===== src/rtl/switch_debounce.sv =====
`timescale 1ns/1ps
// switch_debounce: two-flop synchronizer plus a whole-vector stability counter for the board switches.
// Define SWITCH_CHANGE_IRQ_EN to build the sticky sw_irq change flag, which a switch read clears.
module switch_debounce #(
    parameter int WIDTH           = 16,
    parameter int DEBOUNCE_CYCLES = 1000000,
    parameter int CNT_W           = $clog2(DEBOUNCE_CYCLES + 1)
) (
    input  logic             clk,
    input  logic             reset,
    input  logic [WIDTH-1:0] switch_raw,
    input  logic             ior,
    input  logic             switchctrl,
    output logic [WIDTH-1:0] ioread_data_switch,
    output logic             sw_valid,
    output logic             sw_changed,
    output logic             sw_irq
);
    localparam logic [CNT_W-1:0] CNT_MAX = CNT_W'(DEBOUNCE_CYCLES - 1);

    logic [WIDTH-1:0] sync2_bits;
    logic [WIDTH-1:0] cand_reg;
    logic [WIDTH-1:0] data_reg;
    logic [CNT_W-1:0] cnt_reg;
    logic             valid_reg;
    logic             changed_reg;

    // Each pin is an independent asynchronous source, so each gets its own flop pair.
    generate
        for (genvar gi = 0; gi < WIDTH; gi++) begin : g_sync
            logic sync1_reg;
            logic sync2_reg;

            always_ff @(posedge clk) begin
                if (reset) begin
                    sync1_reg <= 1'b0;
                    sync2_reg <= 1'b0;
                end else begin
                    sync1_reg <= switch_raw[gi];
                    sync2_reg <= sync1_reg;
                end
            end

            assign sync2_bits[gi] = sync2_reg;
        end
    endgenerate

    always_ff @(posedge clk) begin
        if (reset) begin
            cand_reg    <= '0;
            cnt_reg     <= '0;
            data_reg    <= '0;
            valid_reg   <= 1'b0;
            changed_reg <= 1'b0;
        end else begin
            changed_reg <= 1'b0;
            if (sync2_bits != cand_reg) begin
                cand_reg <= sync2_bits;
                cnt_reg  <= '0;
            end else if (cnt_reg != CNT_MAX) begin
                cnt_reg <= cnt_reg + CNT_W'(1);
            end else begin
                // Counter saturates here; recommitting an unchanged value is a no-op.
                data_reg    <= cand_reg;
                valid_reg   <= 1'b1;
                changed_reg <= (cand_reg != data_reg);
            end
        end
    end

    assign ioread_data_switch = data_reg;
    assign sw_valid           = valid_reg;
    assign sw_changed         = changed_reg;

`ifdef SWITCH_CHANGE_IRQ_EN
    logic irq_reg;

    // Set has priority over the read-clear so a change landing during a read is not lost.
    always_ff @(posedge clk) begin
        if (reset) begin
            irq_reg <= 1'b0;
        end else if (changed_reg) begin
            irq_reg <= 1'b1;
        end else if (ior && switchctrl) begin
            irq_reg <= 1'b0;
        end
    end

    assign sw_irq = irq_reg;
`else
    logic unused_read_strobe;

    assign unused_read_strobe = ior ^ switchctrl;
    assign sw_irq             = 1'b0;
`endif

endmodule


===== config.mk =====
export PLATFORM = sky130hd
export DESIGN_NAME = switch_debounce
export DESIGN_NICKNAME = d
export VERILOG_FILES = /design/src/rtl/switch_debounce.sv
export SDC_FILE = /design/constraint.sdc
export NUM_CORES = 1
export LEC_CHECK = 0
export CORE_ASPECT_RATIO = 1.1
export CORE_MARGIN = 4
export CORE_UTILIZATION = 44
export CTS_BUF_LIST = sky130_fd_sc_hd__clkbuf_4 sky130_fd_sc_hd__clkbuf_8 sky130_fd_sc_hd__clkbuf_16
export DETAILED_ROUTE_END_ITERATION = 8
export GPL_ROUTABILITY_DRIVEN = 0
export PLACE_DENSITY_LB_ADDON = 0.15
export SYNTH_ARGS = -nofsm -noshare
export SYNTH_HDL_FRONTEND = slang
export SYNTH_SLANG_ARGS = --single-unit

===== constraint.sdc =====
create_clock -name clk -period 3.6 [get_ports clk]
set_clock_uncertainty 0.1 [all_clocks]
set_input_delay 0.72 -clock clk [delete_from_list [all_inputs] [get_ports clk]]
set_output_delay 0.72 -clock clk [all_outputs]
set_load 0.02 [all_outputs]

==> flow_summary.json <==
{
  "power.static_leakage_uw": 0.00127,
  "netlist_top_cells_count": "86 x sky130_fd_sc_hd__dfxtp_1, 48 x sky130_fd_sc_hd__nor2b_1, 45 x sky130_fd_sc_hd__xnor2_1",
  "fin_crit_period_ns": 2.96,
  "report.power.total_uw": 1700,
  "dp_cell_count": 452,
  "setup_repair_after_global_routing_missed_its_margin": "no",
  "postRouteWirelength_microns": 5300,
  "postCtsResizedCells": 0,
  "report.final.slew_viol_count": 0,
  "clk_latency_ns": 0.35,
  "floorplan.rows": 33,
  "yosys_register_bits": 86,
  "path_max_fanout": 18,
  "die_h_microns": 101,
  "synthesized_area_fraction_occupied_by_adder_cells_pct": 0.365,
  "max_clock_freq_mhz": 338,
  "timing_hold_violations_final": 0,
  "io_pins": 39,
  "hold_path_startpoint": "g_sync[2].sync1_reg",
  "antenna_violating_nets_post_route": 0,
  "hold_class": "reg2reg",
  "fp.dieArea_sq_um": 9260,
  "grt_start_max_net_pins": 45,
  "first_iter_violations": 59,
  "dp_hpwl_microns": 3650,
  "area_share_of_the_largest_cell_type_after_synthesis_pct": 50.3,
  "cts_root_buffer": "sky130_fd_sc_hd__clkbuf_8",
  "grt_pass1_vias": 1848,
  "hold-worst-slack_ns": 0.341,
  "cts-htree-levels": 3,
  "number_of_nets_in_the_final_layout": 379,
  "synth_fp_nets": 349,
  "vdd_ir_drop_max_v": 0.000187,
  "setup.worst_path.end_class": "flop",
  "grt_antenna_before_repair": 0,
  "worst-endpoint-arrival_ns": 3.14,
  "post_synth_and_or_nand_nor_area_fraction_pct": 27.5,
  "post_dp_cell_area_sq_um": 3800,
  "n_antenna_cell": 0,
  "area_growth_pct": 16.3,
  "final_cells": 468,
  "route.detailed.vias_per_inst": 4.45,
  "synth_top_area_cell": "sky130_fd_sc_hd__dfxtp_1",
  "clock_buffers_created_by_tritoncts": 9,
  "largest_register_ffs": 20,
  "post_synth_mux_area_share_pct": 4.97,
  "core_area_sq_um": 7510,
  "postLayoutCellArea_sq_um": 3980,
  "clock_sink_count": 86,
  "wire_length_of_the_first_global_routing_pass_microns": 8820,
  "number_of_endpoints_failing_setup_at_the_final_stage": 0,
  "cap_viol_max_count": 0,
  "portBuffers": 35,
  "number_of_detailed_routing_iterations_run_before_antenna_repair": 4,
  "cp_data_required_time_ns": 3.78,
  "cts_post_setup_buffers_inserted": 0,
  "worst_r2r_path_depth": 5,
  "critical_path_start_end_classification": "reg2reg",
  "relSlewSlack_pct": 48.4,
  "fill_cells": 697,
  "worst_setup_path_start_kind": "flop",
  "most_repeated_cell_in_the_gate_level_netlist_after_synthesis": "sky130_fd_sc_hd__dfxtp_1",
  "rrSetupSlack_ns": 0.64,
  "whs_path_depth": 1,
  "async_reset_ff_share_pct": 0,
  "cellPowerDensity_nw_per_um2": 426,
  "cts.hold.buffers_added": 0,
  "yosys_warnings": 0,
  "r2r-start": "cnt_reg[12]",
  "synth.top_cells.by_area": "sky130_fd_sc_hd__dfxtp_1 50%, sky130_fd_sc_hd__xnor2_1 12%, sky130_fd_sc_hd__nor2b_1 8.8%",
  "syn-cell-area_sq_um": 3430,
  "max_slew.worst_pin.slew_ns": 0.774,
  "synth.avg_cell_area_sq_um": 10.4,
  "synthXorXnorAreaFrac_pct": 12.3,
  "synth_top_family_by_area": "simple AND/OR/NAND/NOR gates",
  "ys_dominant_reg_cell": "sky130_fd_sc_hd__dfxtp_1",
  "wire_per_inst_microns": 11.3,
  "synth-compound-area-share_pct": 0.986,
  "synth.yosys.seq_area_share_pct": 50.3,
  "cts.path.max_buffers": 2,
  "timing.setup.tns_ns": 0,
  "floorplan.initialDensity_pct": 45.6,
  "vias": 2081,
  "path_clk_slew_ns": 0.09,
  "die_x_microns": 92.1,
  "drc": 0,
  "clock_tree_from_tritoncts": "yes",
  "fin_crit_sh_pct": 82.1,
  "final_layout_size_suffix_gt1_share_pct": 10.7,
  "grt.total_usage_pct": 12.1,
  "edff_count_synth": 0,
  "worst_hold_path.endpoint": "g_sync[2].sync2_reg",
  "netlist_instances": 328,
  "run_status": "complete, no violations",
  "post_synth_num_cell_types": 36,
  "overflow": 0,
  "reg_to_reg_end": "sw_changed"
}
==> how the worst max path moves through the flow <==
stage,from,to,slack [ns]
after floorplan,cnt_reg[12],ioread_data_switch[10],1.03
after global placement,cnt_reg[12],sw_changed,0.67
after detailed placement,cnt_reg[12],sw_changed,0.65
after CTS,cnt_reg[12],sw_changed,0.62
after global routing,cnt_reg[12],sw_changed,0.52
final,cnt_reg[12],sw_changed,0.64
==> cell type report <==
class | instances | area [sq um] | share of cell area (%)
inverter | 2 | 7.51 | 0.188
tap | 105 | 131 | 3.30
timing repair buffer | 36 | 353 | 8.86
clock buffer | 9 | 124 | 3.11
clock inverter | 7 | 62.6 | 1.57
multi-input combinational | 223 | 1580 | 39.8
sequential | 86 | 1720 | 43.2
==> critical path, cell delays in order (launching register included) <==
cell and delay (ns):
sky130_fd_sc_hd__dfxtp_1 0.38, sky130_fd_sc_hd__or4b_1 0.51, sky130_fd_sc_hd__or4_4 0.55, sky130_fd_sc_hd__or3_1 0.50, sky130_fd_sc_hd__nor2b_4 0.57, sky130_fd_sc_hd__nor3b_2 0.26
==> cells in the final DEF, fill, tap and decap left out <==
master                            count
sky130_fd_sc_hd__a21oi_1              1
sky130_fd_sc_hd__nand3_2              1
sky130_fd_sc_hd__inv_1                2
sky130_fd_sc_hd__nand2b_1            15
sky130_fd_sc_hd__and4_1               2
sky130_fd_sc_hd__nor3b_2              1
sky130_fd_sc_hd__or2b_1               4
sky130_fd_sc_hd__nand2_1              6
sky130_fd_sc_hd__nor2b_1             48
sky130_fd_sc_hd__o31ai_1              1
sky130_fd_sc_hd__mux2i_1             17
sky130_fd_sc_hd__or2b_2              15
sky130_fd_sc_hd__inv_6                2
sky130_fd_sc_hd__nor2_1              24
sky130_fd_sc_hd__or3_1                1
sky130_fd_sc_hd__o21ba_1              1
sky130_fd_sc_hd__xor2_1               3
sky130_fd_sc_hd__xnor2_1             45
sky130_fd_sc_hd__buf_4                1
sky130_fd_sc_hd__nor3b_1              2
sky130_fd_sc_hd__ha_1                 1
sky130_fd_sc_hd__dfxtp_1             86
sky130_fd_sc_hd__and3_2               1
sky130_fd_sc_hd__nand4_1             11
sky130_fd_sc_hd__clkdlybuf4s50_1     34
sky130_fd_sc_hd__inv_8                2
sky130_fd_sc_hd__or4b_1               2
sky130_fd_sc_hd__nand3_1              7
sky130_fd_sc_hd__or4_4                1
sky130_fd_sc_hd__nor2b_4              1
sky130_fd_sc_hd__conb_1               1
sky130_fd_sc_hd__and3_1               1
sky130_fd_sc_hd__clkinvlp_4           3
sky130_fd_sc_hd__nor4_1               5
sky130_fd_sc_hd__buf_2                1
sky130_fd_sc_hd__clkbuf_8             9
sky130_fd_sc_hd__o311a_2              1
sky130_fd_sc_hd__nor3_1               4
==> power breakdown <==
| part | internal [uW] | switching (uW) | total [uW] |
|---|---|---|---|
| sequential | 972 | 12.0 | 984 |
| clock | 265 | 371 | 636 |
| combinational | 46.8 | 30.8 | 77.5 |
==> routing by layer <==
metal / part of all wire [%] / up-vias / GRT usage [%]
met5: 0 / - / 0
met4: 1.4 / 0 / 4.80
met3: 5.0 / 6 / 3.88
met2: 41 / 35 / 16.7
met1: 53 / 912 / 17.4
li1: - / 1128 / -
==> metrics by stage <==
| stage | util, % | setup slack (ns) |
|---|---|---|
| 6_report | 53.0 | 0.645 |
| 4_1_cts | 53.0 | 0.618 |
| 5_1_grt | 53.0 | 0.525 |
| 3_3_place_gp | 50.5 | 0.665 |
| 3_5_place_dp | 50.5 | 0.648 |
| 2_1_floorplan | - | 1.03 |
==> cell families after synthesis <==
family,Yosys count
simple gates,152
xor+xnor,48
compound gates,4
fa+ha+maj,1
buf+inv,19
flops,86
mux,17
other cells,1
Power figures use the tool's default switching activity.
